[config.mk]
export PLATFORM = sky130hd
export DESIGN_NAME = cc_psr_condition_unit_flat
export DESIGN_NICKNAME = d
export VERILOG_FILES = /design/src/rtl/cc_psr_condition_unit_if.sv /design/src/rtl/cc_psr_condition_unit.sv /design/src/flat_wrapper.sv
export SDC_FILE = /design/constraint.sdc
export NUM_CORES = 1
export LEC_CHECK = 0
export CAP_MARGIN = 20
export CORE_MARGIN = 2
export CORE_UTILIZATION = 28
export DETAILED_ROUTE_END_ITERATION = 6
export PLACE_DENSITY_LB_ADDON = 0.2
export SYNTH_ARGS = -nofsm -noshare
export SYNTH_HDL_FRONTEND = slang
export SYNTH_SLANG_ARGS = --single-unit
[constraint.sdc]
create_clock -name CC_PSR_CLOCK_50 -period 2.1 [get_ports CC_PSR_CLOCK_50]
set_input_delay 0.42 -clock CC_PSR_CLOCK_50 [delete_from_list [all_inputs] [get_ports CC_PSR_CLOCK_50]]
set_output_delay 0.42 -clock CC_PSR_CLOCK_50 [all_outputs]
set_load 0.02 [all_outputs]
[src/rtl/cc_psr_condition_unit_if.sv]
// Bus bundle between the control unit (master) and the PSR condition unit (slave).
// Signal names match the original flat port list so existing hookups translate one-to-one.
interface cc_psr_condition_unit_if #(
  parameter int unsigned DATAWIDTH_BUS = 32
);
  logic                     CC_PSR_negative_InLow;
  logic                     CC_PSR_zero_InLow;
  logic                     CC_PSR_overflow_InLow;
  logic                     CC_PSR_carry_InLow;
  logic                     CC_PSR_setCC_In;
  logic                     CC_PSR_enable_In;
  logic                     CC_PSR_wrpsr_In;
  logic [DATAWIDTH_BUS-1:0] CC_PSR_data_InBUS;
  logic [3:0]               CC_PSR_cond_InBUS;
  logic                     CC_PSR_evaluate_In;
  logic [3:0]               CC_PSR_icc_OutBUS;
  logic [DATAWIDTH_BUS-1:0] CC_PSR_data_OutBUS;
  logic                     CC_PSR_busy_Out;
  logic                     CC_PSR_valid_Out;
  logic                     CC_PSR_taken_Out;

  modport master (
    output CC_PSR_negative_InLow, CC_PSR_zero_InLow, CC_PSR_overflow_InLow, CC_PSR_carry_InLow,
    output CC_PSR_setCC_In, CC_PSR_enable_In, CC_PSR_wrpsr_In, CC_PSR_data_InBUS,
    output CC_PSR_cond_InBUS, CC_PSR_evaluate_In,
    input  CC_PSR_icc_OutBUS, CC_PSR_data_OutBUS, CC_PSR_busy_Out, CC_PSR_valid_Out,
    input  CC_PSR_taken_Out
  );

  modport slave (
    input  CC_PSR_negative_InLow, CC_PSR_zero_InLow, CC_PSR_overflow_InLow, CC_PSR_carry_InLow,
    input  CC_PSR_setCC_In, CC_PSR_enable_In, CC_PSR_wrpsr_In, CC_PSR_data_InBUS,
    input  CC_PSR_cond_InBUS, CC_PSR_evaluate_In,
    output CC_PSR_icc_OutBUS, CC_PSR_data_OutBUS, CC_PSR_busy_Out, CC_PSR_valid_Out,
    output CC_PSR_taken_Out
  );
endinterface

[src/rtl/cc_psr_condition_unit.sv]
// PSR integer condition-code register with WRPSR/RDPSR access and a registered
// SPARC branch-condition evaluator (request/valid handshake, flag-write hazard stall).
module cc_psr_condition_unit #(
  parameter int unsigned DATAWIDTH_BUS = 32,
  parameter int unsigned ICC_LSB       = 20
) (
  input logic                  CC_PSR_CLOCK_50,
  input logic                  CC_PSR_RESET_InHigh,
  cc_psr_condition_unit_if.slave bus
);

  typedef enum logic [1:0] {IDLE, HOLD, RESULT} state_t;

  state_t     state, state_next;
  logic [3:0] icc;
  logic [3:0] cond, cond_next;
  logic       taken_held, taken_next;
  logic       valid, busy;
  logic       cc_commit, flag_wr;
  logic [DATAWIDTH_BUS-1:0] psr_image;
  logic       unused_data;

  assign cc_commit = bus.CC_PSR_setCC_In & bus.CC_PSR_enable_In;
  assign flag_wr   = cc_commit | bus.CC_PSR_wrpsr_In;
  // Only the icc field of the WRPSR source is architecturally used here.
  assign unused_data = ^bus.CC_PSR_data_InBUS;

  function automatic logic branch_taken(input logic [3:0] c, input logic [3:0] f);
    logic n, z, v, cy, base;
    {n, z, v, cy} = f;
    unique case (c[2:0])
      3'd0:    base = 1'b0;
      3'd1:    base = z;
      3'd2:    base = z | (n ^ v);
      3'd3:    base = n ^ v;
      3'd4:    base = cy | z;
      3'd5:    base = cy;
      3'd6:    base = n;
      default: base = v;
    endcase
    // Upper half of the encoding is the complement of the lower half (BN <-> BA).
    return c[3] ^ base;
  endfunction

  always_ff @(posedge CC_PSR_CLOCK_50 or posedge CC_PSR_RESET_InHigh) begin
    if (CC_PSR_RESET_InHigh) begin
      icc <= '0;
    end else if (bus.CC_PSR_wrpsr_In) begin
      icc <= bus.CC_PSR_data_InBUS[ICC_LSB +: 4];
    end else if (cc_commit) begin
      icc <= ~{bus.CC_PSR_negative_InLow, bus.CC_PSR_zero_InLow,
               bus.CC_PSR_overflow_InLow, bus.CC_PSR_carry_InLow};
    end
  end

  always_ff @(posedge CC_PSR_CLOCK_50 or posedge CC_PSR_RESET_InHigh) begin
    if (CC_PSR_RESET_InHigh) begin
      state      <= IDLE;
      cond       <= '0;
      taken_held <= 1'b0;
    end else begin
      state      <= state_next;
      cond       <= cond_next;
      taken_held <= taken_next;
    end
  end

  always_comb begin
    state_next = state;
    cond_next  = cond;
    taken_next = taken_held;
    valid      = 1'b0;
    busy       = (state != IDLE);
    unique case (state)
      IDLE: begin
        if (bus.CC_PSR_evaluate_In) begin
          cond_next = bus.CC_PSR_cond_InBUS;
          // A same-cycle flag write stalls one cycle so RESULT sees the new icc.
          state_next = flag_wr ? HOLD : RESULT;
        end
      end
      HOLD: state_next = RESULT;
      RESULT: begin
        valid      = 1'b1;
        taken_next = branch_taken(cond, icc);
        state_next = IDLE;
      end
      default: state_next = IDLE;
    endcase
  end

  always_comb begin
    psr_image              = '0;
    psr_image[ICC_LSB +: 4] = icc;
  end

  assign bus.CC_PSR_icc_OutBUS  = icc;
  assign bus.CC_PSR_data_OutBUS = psr_image;
  assign bus.CC_PSR_busy_Out    = busy;
  assign bus.CC_PSR_valid_Out   = valid;
  assign bus.CC_PSR_taken_Out   = taken_next;

endmodule

[src/flat_wrapper.sv]
// flat-port wrapper written by rule: the top's interface ports become plain ports
module cc_psr_condition_unit_flat 
#(
  parameter int unsigned DATAWIDTH_BUS = 32,
  parameter int unsigned ICC_LSB       = 20
)
  (CC_PSR_CLOCK_50, CC_PSR_RESET_InHigh, bus_CC_PSR_negative_InLow, bus_CC_PSR_zero_InLow, bus_CC_PSR_overflow_InLow, bus_CC_PSR_carry_InLow, bus_CC_PSR_setCC_In, bus_CC_PSR_enable_In, bus_CC_PSR_wrpsr_In, bus_CC_PSR_data_InBUS, bus_CC_PSR_cond_InBUS, bus_CC_PSR_evaluate_In, bus_CC_PSR_icc_OutBUS, bus_CC_PSR_data_OutBUS, bus_CC_PSR_busy_Out, bus_CC_PSR_valid_Out, bus_CC_PSR_taken_Out);
  cc_psr_condition_unit_if #(.DATAWIDTH_BUS(DATAWIDTH_BUS)) bus_i ();
  input logic CC_PSR_CLOCK_50;
  input logic CC_PSR_RESET_InHigh;
  input wire logic [$bits(bus_i.CC_PSR_negative_InLow)-1:0] bus_CC_PSR_negative_InLow;
  input wire logic [$bits(bus_i.CC_PSR_zero_InLow)-1:0] bus_CC_PSR_zero_InLow;
  input wire logic [$bits(bus_i.CC_PSR_overflow_InLow)-1:0] bus_CC_PSR_overflow_InLow;
  input wire logic [$bits(bus_i.CC_PSR_carry_InLow)-1:0] bus_CC_PSR_carry_InLow;
  input wire logic [$bits(bus_i.CC_PSR_setCC_In)-1:0] bus_CC_PSR_setCC_In;
  input wire logic [$bits(bus_i.CC_PSR_enable_In)-1:0] bus_CC_PSR_enable_In;
  input wire logic [$bits(bus_i.CC_PSR_wrpsr_In)-1:0] bus_CC_PSR_wrpsr_In;
  input wire logic [$bits(bus_i.CC_PSR_data_InBUS)-1:0] bus_CC_PSR_data_InBUS;
  input wire logic [$bits(bus_i.CC_PSR_cond_InBUS)-1:0] bus_CC_PSR_cond_InBUS;
  input wire logic [$bits(bus_i.CC_PSR_evaluate_In)-1:0] bus_CC_PSR_evaluate_In;
  output wire logic [$bits(bus_i.CC_PSR_icc_OutBUS)-1:0] bus_CC_PSR_icc_OutBUS;
  output wire logic [$bits(bus_i.CC_PSR_data_OutBUS)-1:0] bus_CC_PSR_data_OutBUS;
  output wire logic [$bits(bus_i.CC_PSR_busy_Out)-1:0] bus_CC_PSR_busy_Out;
  output wire logic [$bits(bus_i.CC_PSR_valid_Out)-1:0] bus_CC_PSR_valid_Out;
  output wire logic [$bits(bus_i.CC_PSR_taken_Out)-1:0] bus_CC_PSR_taken_Out;
  assign bus_i.CC_PSR_negative_InLow = bus_CC_PSR_negative_InLow;
  assign bus_i.CC_PSR_zero_InLow = bus_CC_PSR_zero_InLow;
  assign bus_i.CC_PSR_overflow_InLow = bus_CC_PSR_overflow_InLow;
  assign bus_i.CC_PSR_carry_InLow = bus_CC_PSR_carry_InLow;
  assign bus_i.CC_PSR_setCC_In = bus_CC_PSR_setCC_In;
  assign bus_i.CC_PSR_enable_In = bus_CC_PSR_enable_In;
  assign bus_i.CC_PSR_wrpsr_In = bus_CC_PSR_wrpsr_In;
  assign bus_i.CC_PSR_data_InBUS = bus_CC_PSR_data_InBUS;
  assign bus_i.CC_PSR_cond_InBUS = bus_CC_PSR_cond_InBUS;
  assign bus_i.CC_PSR_evaluate_In = bus_CC_PSR_evaluate_In;
  assign bus_CC_PSR_icc_OutBUS = bus_i.CC_PSR_icc_OutBUS;
  assign bus_CC_PSR_data_OutBUS = bus_i.CC_PSR_data_OutBUS;
  assign bus_CC_PSR_busy_Out = bus_i.CC_PSR_busy_Out;
  assign bus_CC_PSR_valid_Out = bus_i.CC_PSR_valid_Out;
  assign bus_CC_PSR_taken_Out = bus_i.CC_PSR_taken_Out;
  cc_psr_condition_unit #(.DATAWIDTH_BUS(DATAWIDTH_BUS), .ICC_LSB(ICC_LSB)) u_core (.CC_PSR_CLOCK_50(CC_PSR_CLOCK_50), .CC_PSR_RESET_InHigh(CC_PSR_RESET_InHigh), .bus(bus_i));
endmodule
; Word-level counts from Yosys, hierarchy flattened
; Index checks and enable logic that the tools add are counted.
[word_totals]
regBits = 11
out_inout_bits = 39
[op_classes]
mux = 9
bitwise = 7
n_eq_ne = 9
reduce_logical = 5
[ops]
columns = op, count
row1 = $eq 3x3->1 const B, 3
row2 = $mux 4, 2
row3 = $pmux 1 s7, 1
row4 = $eq 3x2->1 const B, 2
row5 = $mux 2, 2
row6 = $not 4->4, 1
row7 = $pmux 2 s2, 1
row8 = $reduce_bool 2->1, 2
row9 = $eq 3x1->1 const B, 1
row10 = $logic_not 3->1, 1
row11 = $mux 1, 3
row12 = $or 1x1->1, 3
row13 = $eq 2x1->1 const B, 1
row14 = $eq 2x2->1 const B, 1
row15 = $logic_not 2->1, 1
row16 = $ne 2x2->1 const B, 1
row17 = $reduce_and 2->1, 1
row18 = $xor 1x1->1, 2
row19 = $and 1x1->1, 1

; Depth between registers and ports, before layout
[depth]
word_depth = 6
ltp_mapped = 4

; Worst setup path after synthesis
; OpenSTA, ideal clock, no wires.
[synth_timing]
kind = register to output
from = register u_core.icc[2] (netlist: u_core.bus.CC_PSR_icc_OutBUS[2])
to = output bus_CC_PSR_taken_Out
setup_slack_ns = 0.169
arrival_ns = 1.511
path_stages_with_launch = 5
path_buffers = 0
required_time_ns = 1.680
path_cell_list = dfrtp_1 -> inv_1 -> o311a_1 -> o2111ai_1 -> or3b_1
[synth_via]
elab_chain_cells = 5
[synth_rtl]
columns = element, line_no
row1 = from (decl), cc_psr_condition_unit.sv:15  ; logic [3:0] icc;
row2 = from (signal assigned), cc_psr_condition_unit.sv:49  ; icc <= bus.CC_PSR_data_InBUS[ICC_LSB +: 4];
row3 = from (signal assigned), cc_psr_condition_unit.sv:51  ; icc <= ~{bus.CC_PSR_negative_InLow, bus.CC_PSR_zero_InLow,
row4 = $or 1x1->1 (on tied branches), "cc_psr_condition_unit.sv:36, cc_psr_condition_unit.sv:34"
row5 = $pmux 1 s7 *, cc_psr_condition_unit.sv:31  ; unique case (c[2:0])
row6 = $mux 1 *, cc_psr_condition_unit.sv:74  ; unique case (state)
row7 = $xor 1x1->1 *, cc_psr_condition_unit.sv:42  ; return c[3] ^ base;
row8 = $mux 1 *, cc_psr_condition_unit.sv:74
row9 = to (decl), flat_wrapper.sv:25  ; output wire logic [$bits(bus_i.CC_PSR_taken_Out)-1:0] bus_CC_PSR_taken_Out;
; Every way passes the cells marked *; elsewhere a longest branch is shown, timed or not. The select of a mux whose other input is x is not followed.

; Worst setup path in the final report
[layout_timing]
from = register u_core.cond[1]
to = output bus_CC_PSR_taken_Out
[layout_via]
elab_chain_cells = 5
[layout_rtl]
columns = element, line_no
row1 = from (decl), cc_psr_condition_unit.sv:16  ; logic [3:0] cond, cond_next;
row2 = from (signal assigned), cc_psr_condition_unit.sv:63  ; cond <= cond_next;
row3 = "$eq 3x3->1, or another cell as far along", cc_psr_condition_unit.sv:31
row4 = $pmux 1 s7 *, cc_psr_condition_unit.sv:31
row5 = $mux 1 *, cc_psr_condition_unit.sv:74
row6 = $xor 1x1->1 *, cc_psr_condition_unit.sv:42
row7 = $mux 1 *, cc_psr_condition_unit.sv:74
; Marked as above.

==> results.toml <==
[logic_synthesis]
netlist_instances = 92
synth_warnings = 0
synth_top_area_share = 0.348
ys_seq_area_frac = 0.348
synth_cell_types = 24
synthesis.area_um2 = 792
yosys.area.top_type = "dfrtp_1"
ys_top_cells_by_area = "dfrtp_1 (35%), buf_4 (30%), a21oi_1 (4.4%)"
syn_area_per_cell_um2 = 8.61
ys_seq_elements = 11

[drt]
drc_errors = 0
vias_per_cell = 3.97
vias = 616
first_pass_iters = 4
post_drt_wl_per_cell_um = 9.43
ant_nets = 0
dr.first_iter.drc_count = 6
wirelength_mm = 1.46

[place]
hpwl_mm = 1.21
place_congestion = 0.699
portBuffers = 28
dpl_worst_slack_ns = -0.222

[floorplan]
io_pins = 85
core_area_um2 = 2710
die_width_um = 57.2
rows = 19
die_area_um2 = 3270
fp.dieH_um = 57.2
initial_core_util = 0.292

[clock_network]
clock-root-buffer = "clkbuf_4"
clockBufferDepth = 2
cts_tree = "yes"
clk_pin_slew_ns = 0.07
htree_levels = 1
insertion_delay_ns = 0.27
ctsHoldBuffers = 0
cts_inserted_buffers = 3
cts_num_sinks = 11

[critical_path]
path_depth = 4
timing.rr.end = "u_core.cond[1]"
crit_start = "u_core.cond[1]"
cp-end-kind = "primary output"
r2r_slack_ns = 0.56
cp_max_fo = 7
critPathSlowestCell = "dfrtp_2"
critPathTopFamily = "compound AO/OA/AOI/OAI gates"
critPathLaunchType = "flop"
crit_required_ns = 1.68
critPathMaxStageDelay_ns = 0.45
reg2reg_from = "u_core.state[0]"
crit_buf_inv = 1
r2r_cells = 4
endpoint = "bus_CC_PSR_taken_Out"
worstSetupPathType = "reg2out"
worstPathArrival_ns = 1.78
path_cells = "o311a_1 > o2111ai_1 > or3b_1 > buf_2"

[sta]
setup_tns_ns = -0.102
fmax_ghz = 0.454
hold_violations = 0
finClkSkew_ns = 0.00855
layout_setup_ws_ns = -0.102
rsz0062_at_grt = "yes"
period_needed_ns = 2.20
whs_ns = 0.441
period_share = 1.05
finalSetupViolations = 1
slew_viol_final = 0

[global_route]
gr-total-overflow = 0
grt_usage = 0.0963
antenna_found_initial = 0
grt_pass1_wl_mm = 2.41
grt_pass1_vias = 544
grt_max_degree = 12

[power]
clock_power_share = 0.196
p_per_area_nw_per_um2 = 706
p_int_uw = 469
p_switching_uw = 269
p_comb_frac = 0.420
p_sw_frac = 0.365
ir_worst_vdd_mv = 0.343
leakagePower_nw = 0.510
seqPwrFrac = 0.384

[final_layout]
n_antenna_cell = 0
final_common_cell = "conb_1"
drive_above_1_share = 0.137
layout_common_cells = "conb_1 (28), clkdlybuf4s50_1 (26), dfrtp_1 (10)"
syn_to_final_growth_pct = 31.9
nets = 171

[outcome]
violations = "setup timing"
status = "finished, violations left"

[flow_run]
max_cap_viol_count = 0

[min_path]
hold_path.class = "in2async"
layout make-up:
class,instances,area [um^2]
fillers,299,1670
multi-input cells,70,362
repair buffers,34,323
flip-flops and latches,11,277
well taps,31,38.8
clock buffers,4,26.3
inverters,5,18.8
logic make-up (layout without fill, tap and decap cells):
family,after synthesis,in the layout,synth area share
compound gates,17,17,0.126
xor+xnor,2,2,0.0221
buf+inv,38,43,0.332
flops,11,11,0.348
mux,3,3,0.0427
other cells,1,28,0.00473
simple gates,20,20,0.125
state kept, by name, indices dropped and copies added (netlist names):
name	flops
u_core.bus.CC_PSR_icc_OutBUS	4
u_core.cond	4
u_core.state	2
u_core.taken_held	1
metal layers:
metal	routed length, um	vias up	part of all wire	global-route usage
met2	663	34	0.45	0.138
met5	0	-	0	0
met4	29	0	0.020	0.0598
met1	634	270	0.43	0.129
li1	-	308	-	-
met3	133	4	0.091	0.0249
cell usage after synthesis (all sizes together):
| cell | n |
|---|---|
| and3b | 1 |
| xor2 | 2 |
| a31oi | 1 |
| nor3 | 2 |
| o21ai | 5 |
| inv | 5 |
| nand2 | 6 |
| o311a | 1 |
| nand3 | 1 |
| nor2 | 6 |
| or3b | 1 |
| conb | 1 |
| nor2b | 1 |
| o22ai | 1 |
| o2111ai | 1 |
| buf | 32 |
| clkbuf | 1 |
| or2 | 1 |
| mux2 | 3 |
| a31o | 1 |
| dfrtp | 11 |
| nand2b | 1 |
| a21oi | 7 |
through the flow:
step	utilization	total power, mW	instances	cell area [um^2]
after CTS	0.380	0.741	154	1030
final	0.386	0.738	155	1040
after global routing	0.386	0.793	155	1040
after detailed placement	0.371	0.599	150	1010
after global placement	0.371	0.596	150	1010
after floorplan	-	0.518	119	893
power groups by stage:
| stage | registers, mW | clock network, mW | logic, mW |
|---|---|---|---|
| 3_5_place_dp | 0.287 | 0 | 0.312 |
| 6_report | 0.283 | 0.145 | 0.310 |
| 2_1_floorplan | 0.292 | 0 | 0.227 |
| 4_1_cts | 0.284 | 0.154 | 0.303 |
| 5_1_grt | 0.291 | 0.162 | 0.340 |
| 3_3_place_gp | 0.286 | 0 | 0.310 |
what timing repair did:
action | in CTS | in global routing
setup endpoints to repair | 1 | 2
gates resized for setup | 5 | 2
buffers inserted | 0 | 1
worst min path at each step:
stage | slack [ns] | start | endpoint | depth (start not counted)
4_1_cts | 0.44 | u_core.state[1] | u_core.state[1] | 1
3_5_place_dp | 0.43 | u_core.state[1] | u_core.state[1] | 1
5_1_grt | 0.47 | CC_PSR_RESET_InHigh | u_core.state[1] | 2
6_report | 0.44 | CC_PSR_RESET_InHigh | u_core.state[1] | 2
3_3_place_gp | 0.43 | u_core.state[1] | u_core.state[1] | 1
2_1_floorplan | 0.27 | CC_PSR_RESET_InHigh | u_core.bus.CC_PSR_icc_OutBUS[0] | 1
No activity file was read; power rests on OpenSTA's default activity.
